### config.mk
export PLATFORM = sky130hd
export DESIGN_NAME = issue_sched
export DESIGN_NICKNAME = d
export VERILOG_FILES = /design/src/rtl/issue_sched_pkg.sv /design/src/rtl/issue_sched_slot.sv /design/src/rtl/issue_sched.sv
export SDC_FILE = /design/constraint.sdc
export NUM_CORES = 1
export LEC_CHECK = 0
export CAP_MARGIN = 20
export CORE_MARGIN = 2
export CORE_UTILIZATION = 40
export CTS_CLUSTER_DIAMETER = 150
export CTS_CLUSTER_SIZE = 16
export DETAILED_ROUTE_END_ITERATION = 16
export PLACE_DENSITY_LB_ADDON = 0.3
export SETUP_SLACK_MARGIN = 0.5
export SLEW_MARGIN = 0
export SYNTH_ARGS = -nofsm -noshare
export SYNTH_HDL_FRONTEND = slang
export SYNTH_SLANG_ARGS = --single-unit
### constraint.sdc
create_clock -name clk -period 2.7 [get_ports clk]
set_input_delay 0.54 -clock clk [delete_from_list [all_inputs] [get_ports clk]]
set_output_delay 0.54 -clock clk [all_outputs]
set_load 0.005 [all_outputs]
### src/rtl/issue_sched_pkg.sv
// Shared widths, opcodes, slot state encodings and register-usage decode for issue_sched.
// Latency: n/a (types and pure functions only).
// Backpressure: n/a.
// Contents: instr_t (latched instruction fields), reg_use_t (which operands touch which busy table).
package issue_sched_pkg;

   localparam int OPT_WID    = 7;
   localparam int FUNCT3_WID = 3;
   localparam int FUNCT6_WID = 6;
   localparam int REG_WID    = 5;
   localparam int XLEN       = 32;
   localparam int NREG       = 32;

   localparam logic [OPT_WID-1:0] OPCODE_B  = 7'b1100011;
   localparam logic [OPT_WID-1:0] OPCODE_I  = 7'b0010011;
   localparam logic [OPT_WID-1:0] OPCODE_R  = 7'b0110011;
   localparam logic [OPT_WID-1:0] OPCODE_VA = 7'b1010111;
   localparam logic [OPT_WID-1:0] OPCODE_L  = 7'b0000011;
   localparam logic [OPT_WID-1:0] OPCODE_S  = 7'b0100011;
   localparam logic [OPT_WID-1:0] OPCODE_VL = 7'b0000111;
   localparam logic [OPT_WID-1:0] OPCODE_VS = 7'b0100111;

   localparam logic [1:0] ST_IDLE    = 2'd0;
   localparam logic [1:0] ST_HOLD    = 2'd1;
   localparam logic [1:0] ST_ISSUE   = 2'd2;
   localparam logic [1:0] ST_WAIT_WB = 2'd3;

   typedef struct packed {
      logic [OPT_WID-1:0]    opt;
      logic [FUNCT3_WID-1:0] funct3;
      logic [FUNCT6_WID-1:0] funct6;
      logic [REG_WID-1:0]    rs1;
      logic [REG_WID-1:0]    rs2;
      logic [REG_WID-1:0]    rd;
      logic [XLEN-1:0]       imm;
   } instr_t;

   // *_en: operand is used; *_vec: operand lives in the vector busy table.
   typedef struct packed {
      logic rs1_en;
      logic rs1_vec;
      logic rs2_en;
      logic rs2_vec;
      logic rd_en;
      logic rd_vec;
   } reg_use_t;

   function automatic logic is_alu(input logic [OPT_WID-1:0] opt);
      return (opt == OPCODE_B) || (opt == OPCODE_I) || (opt == OPCODE_R) || (opt == OPCODE_VA);
   endfunction

   function automatic logic is_ls(input logic [OPT_WID-1:0] opt);
      return (opt == OPCODE_L) || (opt == OPCODE_S) || (opt == OPCODE_VL) || (opt == OPCODE_VS);
   endfunction

   // Bit order: rs1_en rs1_vec rs2_en rs2_vec rd_en rd_vec.
   // Vector memory ops take a scalar base in rs1; VS carries its store data in a vector rs2.
   function automatic reg_use_t reg_use(input logic [OPT_WID-1:0] opt);
      reg_use_t u;
      u = '0;
      case (opt)
         OPCODE_B:  u = 6'b101000;
         OPCODE_I:  u = 6'b100010;
         OPCODE_R:  u = 6'b101010;
         OPCODE_VA: u = 6'b111111;
         OPCODE_L:  u = 6'b100010;
         OPCODE_S:  u = 6'b101000;
         OPCODE_VL: u = 6'b100011;
         OPCODE_VS: u = 6'b101100;
         default:   u = '0;
      endcase
      return u;
   endfunction

endpackage

### src/rtl/issue_sched_slot.sv
// One issue slot: latches an instruction, waits for a hazard-free grant, handshakes it out.
// Latency: load -> HOLD next edge; grant -> valid next edge.
// Backpressure: valid and fields held until ready is sampled high; vacant only in IDLE.
// Ports: load/load_instr (capture), has_dest, go (grant while in HOLD), ready, wb_valid,
//        vacant, hold, valid, instr (latched fields).
module sched_slot
   import issue_sched_pkg::*;
(
   input  logic   clk,
   input  logic   rst_n,
   input  logic   load,
   input  instr_t load_instr,
   input  logic   has_dest,
   input  logic   go,
   input  logic   ready,
   input  logic   wb_valid,
   output logic   vacant,
   output logic   hold,
   output logic   valid,
   output instr_t instr
);

   logic [1:0] state;

   always_ff @(posedge clk or negedge rst_n) begin
      if (!rst_n) begin
         state <= ST_IDLE;
         valid <= 1'b0;
         instr <= '0;
      end else begin
         case (state)
            ST_IDLE: begin
               if (load) begin
                  instr <= load_instr;
                  state <= ST_HOLD;
               end
            end
            ST_HOLD: begin
               if (go) begin
                  valid <= 1'b1;
                  state <= ST_ISSUE;
               end
            end
            ST_ISSUE: begin
               if (ready) begin
                  valid <= 1'b0;
                  // Stores and branches never write back, so nothing to wait for.
                  state <= has_dest ? ST_WAIT_WB : ST_IDLE;
               end
            end
            ST_WAIT_WB: begin
               if (wb_valid) state <= ST_IDLE;
            end
            default: state <= ST_IDLE;
         endcase
      end
   end

   assign vacant = (state == ST_IDLE);
   assign hold   = (state == ST_HOLD);

endmodule

### src/rtl/issue_sched.sv
// Two-slot (ALU, LS) in-order issue scheduler with scalar/vector busy tables.
// Latency: ib_valid -> x_valid 2 cycles minimum; +1 after the clearing writeback unless bypassed.
// Backpressure: slot holds its instruction until x_ready; sb_vacant_* low while a slot is occupied.
// Ports: ib_* (instruction in), sb_vacant_* (to i_buffer), alu_*/ls_* (issue handshake + fields),
//        *_wb_* (writeback clears), illegal (unknown opcode pulse).
// Build option: define SCHED_BYPASS_EN to let a same-cycle writeback unblock a HOLD instruction.
module issue_sched
   import issue_sched_pkg::*;
(
   input  logic                  clk,
   input  logic                  rst_n,
   input  logic                  ib_valid,
   input  logic [OPT_WID-1:0]    ib_opt,
   input  logic [FUNCT3_WID-1:0] ib_funct3,
   input  logic [FUNCT6_WID-1:0] ib_funct6,
   input  logic [REG_WID-1:0]    ib_rs1,
   input  logic [REG_WID-1:0]    ib_rs2,
   input  logic [REG_WID-1:0]    ib_rd,
   input  logic [XLEN-1:0]       ib_imm,
   output logic                  sb_vacant_ALU,
   output logic                  sb_vacant_LS,
   output logic                  alu_valid,
   input  logic                  alu_ready,
   output logic [OPT_WID-1:0]    alu_opt,
   output logic [FUNCT3_WID-1:0] alu_funct3,
   output logic [FUNCT6_WID-1:0] alu_funct6,
   output logic [REG_WID-1:0]    alu_rs1,
   output logic [REG_WID-1:0]    alu_rs2,
   output logic [REG_WID-1:0]    alu_rd,
   output logic [XLEN-1:0]       alu_imm,
   output logic                  ls_valid,
   input  logic                  ls_ready,
   output logic [OPT_WID-1:0]    ls_opt,
   output logic [FUNCT3_WID-1:0] ls_funct3,
   output logic [FUNCT6_WID-1:0] ls_funct6,
   output logic [REG_WID-1:0]    ls_rs1,
   output logic [REG_WID-1:0]    ls_rs2,
   output logic [REG_WID-1:0]    ls_rd,
   output logic [XLEN-1:0]       ls_imm,
   input  logic                  alu_wb_valid,
   input  logic [REG_WID-1:0]    alu_wb_rd,
   input  logic                  alu_wb_vec,
   input  logic                  ls_wb_valid,
   input  logic [REG_WID-1:0]    ls_wb_rd,
   input  logic                  ls_wb_vec,
   output logic                  illegal
);

   instr_t          ib_instr, alu_i, ls_i;
   reg_use_t        alu_use, ls_use;
   logic            alu_hold, ls_hold, alu_go, ls_go, alu_set, ls_set;
   logic            alu_haz, ls_haz, ls_conflict;
   logic [NREG-1:0] busy_s, busy_v, set_s, set_v, clr_s, clr_v, haz_s, haz_v;

   function automatic logic reg_busy(input logic vec, input logic [REG_WID-1:0] r,
                                     input logic [NREG-1:0] hs, input logic [NREG-1:0] hv);
      return vec ? hv[r] : hs[r];
   endfunction

   function automatic logic hazard(input reg_use_t u, input logic [REG_WID-1:0] rs1,
                                   input logic [REG_WID-1:0] rs2, input logic [REG_WID-1:0] rd,
                                   input logic [NREG-1:0] hs, input logic [NREG-1:0] hv);
      return (u.rs1_en && reg_busy(u.rs1_vec, rs1, hs, hv)) ||
             (u.rs2_en && reg_busy(u.rs2_vec, rs2, hs, hv)) ||
             (u.rd_en  && reg_busy(u.rd_vec,  rd,  hs, hv));
   endfunction

   // True when the instruction reads or writes register r of the given table.
   function automatic logic touches(input reg_use_t u, input logic [REG_WID-1:0] rs1,
                                    input logic [REG_WID-1:0] rs2, input logic [REG_WID-1:0] rd,
                                    input logic vec, input logic [REG_WID-1:0] r);
      return (u.rs1_en && (u.rs1_vec == vec) && (rs1 == r)) ||
             (u.rs2_en && (u.rs2_vec == vec) && (rs2 == r)) ||
             (u.rd_en  && (u.rd_vec  == vec) && (rd  == r));
   endfunction

   assign ib_instr = {ib_opt, ib_funct3, ib_funct6, ib_rs1, ib_rs2, ib_rd, ib_imm};

   sched_slot u_alu (
      .clk        (clk),
      .rst_n      (rst_n),
      .load       (ib_valid && is_alu(ib_opt) && sb_vacant_ALU),
      .load_instr (ib_instr),
      .has_dest   (alu_use.rd_en),
      .go         (alu_go),
      .ready      (alu_ready),
      .wb_valid   (alu_wb_valid),
      .vacant     (sb_vacant_ALU),
      .hold       (alu_hold),
      .valid      (alu_valid),
      .instr      (alu_i)
   );

   sched_slot u_ls (
      .clk        (clk),
      .rst_n      (rst_n),
      .load       (ib_valid && is_ls(ib_opt) && sb_vacant_LS),
      .load_instr (ib_instr),
      .has_dest   (ls_use.rd_en),
      .go         (ls_go),
      .ready      (ls_ready),
      .wb_valid   (ls_wb_valid),
      .vacant     (sb_vacant_LS),
      .hold       (ls_hold),
      .valid      (ls_valid),
      .instr      (ls_i)
   );

   assign {alu_opt, alu_funct3, alu_funct6, alu_rs1, alu_rs2, alu_rd, alu_imm} = alu_i;
   assign {ls_opt,  ls_funct3,  ls_funct6,  ls_rs1,  ls_rs2,  ls_rd,  ls_imm}  = ls_i;

   assign alu_use = reg_use(alu_i.opt);
   assign ls_use  = reg_use(ls_i.opt);

   always_comb begin
      clr_s = '0;
      clr_v = '0;
      if (alu_wb_valid) begin
         if (alu_wb_vec) clr_v[alu_wb_rd] = 1'b1;
         else            clr_s[alu_wb_rd] = 1'b1;
      end
      if (ls_wb_valid) begin
         if (ls_wb_vec) clr_v[ls_wb_rd] = 1'b1;
         else           clr_s[ls_wb_rd] = 1'b1;
      end
   end

`ifdef SCHED_BYPASS_EN
   assign haz_s = busy_s & ~clr_s;
   assign haz_v = busy_v & ~clr_v;
`else
   assign haz_s = busy_s;
   assign haz_v = busy_v;
`endif

   assign alu_haz = hazard(alu_use, alu_rs1, alu_rs2, alu_rd, haz_s, haz_v);
   assign ls_haz  = hazard(ls_use,  ls_rs1,  ls_rs2,  ls_rd,  haz_s, haz_v);

   // Scalar x0 is never marked busy.
   assign alu_go  = alu_hold && !alu_haz;
   assign alu_set = alu_go && alu_use.rd_en && (alu_use.rd_vec || (alu_rd != '0));

   // ALU wins a same-edge race: its new rd is not yet in the table, so check it directly.
   assign ls_conflict = alu_set && touches(ls_use, ls_rs1, ls_rs2, ls_rd, alu_use.rd_vec, alu_rd);
   assign ls_go  = ls_hold && !ls_haz && !ls_conflict;
   assign ls_set = ls_go && ls_use.rd_en && (ls_use.rd_vec || (ls_rd != '0));

   always_comb begin
      set_s = '0;
      set_v = '0;
      if (alu_set) begin
         if (alu_use.rd_vec) set_v[alu_rd] = 1'b1;
         else                set_s[alu_rd] = 1'b1;
      end
      if (ls_set) begin
         if (ls_use.rd_vec) set_v[ls_rd] = 1'b1;
         else               set_s[ls_rd] = 1'b1;
      end
   end

   // A new owner issuing on the same edge as the old owner's writeback keeps the bit set.
   always_ff @(posedge clk or negedge rst_n) begin
      if (!rst_n) begin
         busy_s  <= '0;
         busy_v  <= '0;
         illegal <= 1'b0;
      end else begin
         busy_s  <= (busy_s & ~clr_s) | set_s;
         busy_v  <= (busy_v & ~clr_v) | set_v;
         illegal <= ib_valid && !is_alu(ib_opt) && !is_ls(ib_opt);
      end
   end

endmodule
# After elaboration in Yosys (flattened, before gate mapping)

Cells that the tools add are included.

Register bits: 197
Input bits: 82
Output and inout port bits: 131
Word-level logic and storage cells: 226

$lt $le $gt $ge: 12
Equality and inequality tests: 44
Mux-type cells: 74
Bitwise gates (word level): 10
Reductions and logical operators: 65

Operators by type and width:

| operator                                                          | number |
|---|---|
| 2-to-1 mux 32 bit                                                 | 16 |
| OR 32 bit                                                         | 6 |
| case mux 6 bit (6 select lines)                                   | 2 |
| AND 32 bit                                                        | 2 |
| NOT 32 bit                                                        | 2 |
| equality test 7 x 6 -> 1 bit, second input constant               | 9 |
| binary-select mux 1 bit (select 5 bit)                            | 12 |
| < comparator 5 x 6 -> 1 bit, second input constant                | 8 |
| equality test 7 bit, second input constant                        | 6 |
| logical AND 1 bit                                                 | 30 |
| 2-to-1 mux 1 bit                                                  | 26 |
| equality test 7 x 2 -> 1 bit, second input constant               | 3 |
| equality test 7 x 3 -> 1 bit, second input constant               | 3 |
| equality test 7 x 5 -> 1 bit, second input constant               | 3 |
| demux 1 bit (select 5 bit)                                        | 4 |
| greater-or-equal comparator 5 x 1 -> 1 bit, second input constant | 4 |
| 2-to-1 mux 2 bit                                                  | 10 |
| case mux 2 bit (4 select lines)                                   | 2 |
| equality test 5 bit                                               | 3 |
| logical OR 1 bit                                                  | 14 |
| nonzero test 5 bit                                                | 2 |
| equality test 2 bit, second input constant                        | 4 |
| inequality test 2 x 1 -> 1 bit, second input constant             | 4 |
| inequality test 2 bit, second input constant                      | 4 |
| other kinds (10)                                                  | 26 |

# Depth between registers and ports, before layout

Depth in word-level cells: 18
Gate-level depth with buffers: 13
Depth with buffers taken out: 8

# Modules after synthesis

From an unflattened synthesis, not the netlist that was laid out.

Cells, all modules: 1232
Area, all modules: 13865.8 sq um

Modules (own cells, without submodules):

| module      | instances | cells an instance | area each (sq um) | sequential area each (sq um) |
|---|---|---|---|---|
| issue_sched | 1         | 924               | 8212.9            | 1626.6 |
| sched_slot  | 2         | 154               | 2826.5            | 1651.6 |

# Worst setup path before layout

Ideal clock, no wire load.

Kind: register -> register
From: register u_alu.instr[44] in the netlist's numbering
To: register busy_s[24]
Library setup time: 0.126 ns
Arrival time: 2.927 ns
Required time: 2.574 ns
Path slack: -0.352 ns
Cell stages (with the launch flop): 12
Path buffers: 3
Period minus slack after synthesis: 3.052 ns
Cell sequence: dfrtp_1 -> buf_2 -> mux4_2 -> mux2_2 -> nor3b_1 -> or4_1 -> o21ai_1 -> or3_1 -> o41ai_2 -> buf_6 -> buf_12 -> o21ai_2

Cells in the longest elaborated chain, start to end: 17
Elaborated cells on any way between the ends: 22
Classes of those cells: mux: 8; bitwise: 2; reduce/logical: 12

RTL lines:

| element                                | RTL line               | source |
|---|---|---|
| from (decl)                            | issue_sched_slot.sv:20 | `output instr_t instr` |
| from (signal assigned)                 | issue_sched_slot.sv:34 | `instr <= load_instr;` |
| binary-select mux 1 bit (select 5 bit) | issue_sched.sv:57      | `return vec ? hv[r] : hs[r];` |
| 2-to-1 mux 1 bit (not written as such) | issue_sched.sv:57      |  |
| 2-to-1 mux 1 bit *                     | issue_sched.sv:57      |  |
| logical AND 1 bit *                    | issue_sched.sv:63      | `return (u.rs1_en && reg_busy(u.rs1_vec, rs1, hs, hv)) \|\|` |
| logical OR 1 bit *                     | issue_sched.sv:63      |  |
| logical OR 1 bit *                     | issue_sched.sv:64      | `(u.rs2_en && reg_busy(u.rs2_vec, rs2, hs, hv)) \|\|` |
| zero test 1 bit *                      | issue_sched.sv:140     | `assign alu_go = alu_hold && !alu_haz;` |
| logical AND 1 bit *                    | issue_sched.sv:140     |  |
| logical AND 1 bit * (2 in a row)       | issue_sched.sv:141     | `assign alu_set = alu_go && alu_use.rd_en && (alu_use.rd_vec \|\| (alu_rd != '0));` |
| logical AND 1 bit                      | issue_sched.sv:144     | `assign ls_conflict = alu_set && touches(ls_use, ls_rs1, ls_rs2, ls_rd, alu_use.rd_vec, alu_rd);` |
| zero test 1 bit                        | issue_sched.sv:145     | `assign ls_go = ls_hold && !ls_haz && !ls_conflict;` |
| logical AND 1 bit                      | issue_sched.sv:145     |  |
| logical AND 1 bit (2 in a row)         | issue_sched.sv:146     | `assign ls_set = ls_go && ls_use.rd_en && (ls_use.rd_vec \|\| (ls_rd != '0));` |
| 2-to-1 mux 32 bit *                    | issue_sched.sv:155     | `if (ls_set) begin` |
| OR 32 bit *                            | issue_sched.sv:168     | `busy_s <= (busy_s & ~clr_s) \| set_s;` |
| to (signal assigned)                   | issue_sched.sv:168     |  |
| to (decl)                              | issue_sched.sv:53      | `logic [NREG-1:0] busy_s, busy_v, set_s, set_v, clr_s, clr_v, haz_s, haz_v;` |

Every way passes the cells marked *; elsewhere a longest branch is shown, timed or not. The select of a mux whose other input is x is not followed.
A chain may end at the register's enable or synchronous reset.

# Worst setup path in the final report

From: register u_alu.instr[36] in the netlist's numbering
To: register busy_s[27]

Cells in the longest elaborated chain, start to end: 16
Elaborated cells on any way between the ends: 37
Classes of those cells: order compare: 2; eq/ne: 3; mux: 11; bitwise: 2; reduce/logical: 19

RTL lines:

| element                                | RTL line           | source |
|---|---|---|
| binary-select mux 1 bit (select 5 bit) | issue_sched.sv:57  |  |
| 2-to-1 mux 1 bit (not written as such) | issue_sched.sv:57  |  |
| 2-to-1 mux 1 bit                       | issue_sched.sv:57  |  |
| logical AND 1 bit                      | issue_sched.sv:65  | `(u.rd_en && reg_busy(u.rd_vec, rd, hs, hv));` |
| logical OR 1 bit                       | issue_sched.sv:64  |  |
| zero test 1 bit                        | issue_sched.sv:140 |  |
| logical AND 1 bit                      | issue_sched.sv:140 |  |
| logical AND 1 bit (2 in a row)         | issue_sched.sv:141 |  |
| logical AND 1 bit                      | issue_sched.sv:144 |  |
| zero test 1 bit                        | issue_sched.sv:145 |  |
| logical AND 1 bit                      | issue_sched.sv:145 |  |
| logical AND 1 bit (2 in a row)         | issue_sched.sv:146 |  |
| 2-to-1 mux 32 bit *                    | issue_sched.sv:155 |  |
| OR 32 bit *                            | issue_sched.sv:168 |  |

Marked as above.

==> summary.txt <==
hpwl dp: 46.3 mm
Post-synth EDFFs: 0
Post-Synth Adder-Cell Area: 0
fmax: 312 MHz
maxcap violations: 0
Mapped Cells: 1323
worst skew pair latency: 0.47 ns
Nets: 1919
GR Overflow Total: 0
Core Area: 0.0334 sq mm
r2r setup slk: -0.50 ns
P&R area growth vs syn: 50.8%
syn_nets: 1405
area of the multi-input gates: 0.00836 sq mm
length in cells of the worst reg-to-reg path: 12
Final period util: 1.19
total power: 21.1 mW
Top FF cell, synth: dfrtp_1
Clock Tree Buf Depth: 2
IO Count: 213
Async SR Flop Fraction: 1.00
first-pass GRT wire length: 87.8 mm
clk_skew: 0.0182 ns
met2 usage: 0.529
total CTS buffers: 17
P per Cell Area: 1040 mW/mm^2
cell row count: 67
FF+latch area: 0.00497 sq mm
final worst setup slack: -0.505 ns
vias per cell: 6.08
number of fill cells: 2804
Synth Cell Area: 0.0135 sq mm
Worst VDD drop: 586 uV
pre-CTS WS: -0.835 ns
top cells by area, synth: dfrtp_1, mux2_2, mux4_2, mux2i_1, nand2_1
Seq/Total Area, Yosys: 0.365
via count: 13968
CTS Root Cell: clkbuf_16
die height: 188 um
CTS sink cnt: 197
DIE WIDTH: 188 um
Mapped Avg Cell Area: 10.2 sq um
CP Launch Type: flop
Distinct cells, synth: 68
Simple-Gate Fraction of Synth Area: 0.165
Post-Synth XOR/XNOR Area: 0.0110
WS Path Type: reg -> reg
initial antenna violation count: 1
failing checks: setup timing
Max FO, Critical Path: 9
CP required: 3.03 ns
global route hottest layer: met2
Worst setup startpoint: u_alu.instr[36]
worst flop-to-flop path startpoint: u_alu.instr[36]
Hold Buf Count CTS: 0
Seq cells post-synth: 197
Worst Hold Class: in -> async
router iterations before antenna repair: 5
LEAKAGE: 8.50 nW
Port Buf Inserts: 212
Remaining DRCs: 0
Synth top area share: 0.365
GR Layer Usage met1: 0.460
largest family of logic cells by synthesized area: multiplexers
Initial Util: 0.404
layout cell share with drive strength beyond 1: 0.408
Worst setup EP type: flop
relative slew slack: 0.404
Starting DRT DRC Count: 1574
Reg clk slew, reported paths: 0.09 ns
vias in the first global route: 13333
leading area contributor after synthesis: dfrtp_1
DR WL/cell: 26.8 um
CTS tree: yes
htree depth: 4
Critical Path AT: 3.53 ns
Yosys warning total: 0
maximum number of pins on one net before global-route repair: 75
Max Slew Vio Count: 0
Synth Area in Compound Gates: 0.151
die area: 0.0352 sq mm
# setup viols final: 66
Hold Slack: 0.0890 ns
Final Hold Fails: 0
GRT Util Overall: 0.336
RD Place Congestion: 1.03
RSZ-0062 raised after global routing: true
Period minus WS final: 3.20 ns
proportion of synthesized area in mux cells: 0.267
Tightest Pin Transition: 0.886 ns
met3 Track Usage GR: 0.0625
post-route ant nets: 0
Post-Route WL: 61.6 mm
run status: complete, but fails checks
==> registers in the layout, indices dropped and copies added, names as in the netlist <==
signal / flops
u_alu.state: 2
u_ls.instr: 63
busy_v: 32
u_ls.valid: 1
u_alu.instr: 63
busy_s: 32
illegal: 1
u_alu.valid: 1
u_ls.state: 2
==> Yosys cell counts, drive strengths merged (6+ instances only) <==
cell type / number
dfrtp: 197
nand2: 147
mux2: 134
clkbuf: 73
mux2i: 71
o21ai: 70
a22oi: 62
a21oi: 61
mux4: 61
nor2: 59
nand3: 44
buf: 41
nor2b: 31
a31oi: 30
nand2b: 22
nor3: 22
nand4: 17
xnor2: 16
nor3b: 13
and3: 11
o22ai: 11
and3b: 10
nand3b: 10
nor4: 9
o211ai: 9
a211oi: 8
a2111oi: 7
a41oi: 7
and2: 6
==> through the flow <==
| stage | utilization | instances | TNS [ns] | instance area [sq um] |
|---|---|---|---|---|
| 6_report | 0.610 | 2298 | -27.66 | 20300 |
| 5_1_grt | 0.610 | 2297 | -29.62 | 20300 |
| 4_1_cts | 0.583 | 2257 | -24.06 | 19500 |
| 3_5_place_dp | 0.562 | 2225 | -46.14 | 18700 |
| 3_3_place_gp | 0.562 | 2225 | -39.30 | 18700 |
| 2_1_floorplan | - | 1323 | -3.77 | 13600 |
==> final timing paths <==
path                              endpoint
setup reg to reg                busy_s[27]
max in group asynchronous        busy_v[5]
hold reg to reg            u_alu.instr[23]
setup / recovery                busy_s[27]
hold / removal             u_alu.instr[56]
min in group clk                   illegal
==> power breakdown <==
group          leakage, nW  internal, mW  switching [mW]
Combinational         5.85          7.36            5.86
Sequential            2.37          3.96            1.28
Clock                0.285          1.32            1.34
==> layer usage <==
metal	up-vias	wire, um
met1	6980	25700
met2	790	28300
met5	-	0
li1	6061	-
met4	0	2370
met3	137	5250
==> area by class of cell <==
| class | instances | share of cell area |
|---|---|---|
| antenna | 1 | 0.000123 |
| clock buffer | 17 | 0.0209 |
| clock inverter | 14 | 0.00787 |
| inverter | 4 | 0.000738 |
| multi-input combinational | 1008 | 0.411 |
| sequential | 197 | 0.244 |
| tap | 448 | 0.0276 |
| timing repair buffer | 609 | 0.287 |
==> cell families (layout without fill, tap and decap cells) <==
| group | count (synthesis) | in the layout |
|---|---|---|
| compound gates | 294 | 294 |
| xor+xnor | 17 | 17 |
| buf+inv | 118 | 644 |
| flops | 197 | 197 |
| mux | 266 | 266 |
| other cells | 0 | 1 |
| simple gates | 431 | 431 |
==> layout by cell type, fill, tap and decap left out, types with 8 or more instances in the layout <==
cell | Yosys | final
o22ai_1 | 11 | 11
mux2i_1 | 71 | 67
nor4_1 | 9 | 8
mux2_2 | 134 | 125
nand3_1 | 44 | 42
nor3b_1 | 12 | 10
o21ai_0 | 30 | 10
clkdlybuf4s50_1 | 0 | 196
xnor2_1 | 16 | 16
nor2_1 | 59 | 56
nand2_1 | 145 | 143
nand2b_1 | 22 | 22
dfrtp_2 | 0 | 29
clkbuf_16 | 0 | 28
o21ai_2 | 38 | 47
dlymetal6s2s_1 | 0 | 8
and3b_1 | 10 | 10
nor3_1 | 22 | 19
nand3b_1 | 10 | 10
mux2_4 | 0 | 9
nand4_1 | 17 | 17
buf_4 | 0 | 332
and3_1 | 11 | 10
a31oi_1 | 30 | 30
nor2b_1 | 31 | 31
a22oi_1 | 62 | 61
mux4_2 | 59 | 61
o211ai_1 | 9 | 9
dfrtp_1 | 197 | 168
o21ai_1 | 2 | 8
a21oi_1 | 61 | 59
buf_12 | 4 | 31
buf_6 | 3 | 16
==> worst max-delay path, cell delays in order (launching register included) <==
cell	delay [ns]
dfrtp_1	0.43
buf_4	0.16
nand3b_1	0.31
a2111oi_1	0.64
a2111oi_2	0.11
nand4b_1	0.14
and3_4	0.21
nand2_1	0.09
o41ai_4	0.41
buf_12	0.23
buf_12	0.14
buf_12	0.13
o21ai_4	0.07
==> timing repair <==
action | CTS | global route
gates cloned | 0 | 12
pin swaps | 3 | 22
gates resized for setup | 56 | 106
buffers inserted | 1 | 28
endpoints found under the setup margin | 201 | 188
(Power assumes the default switching activity.)
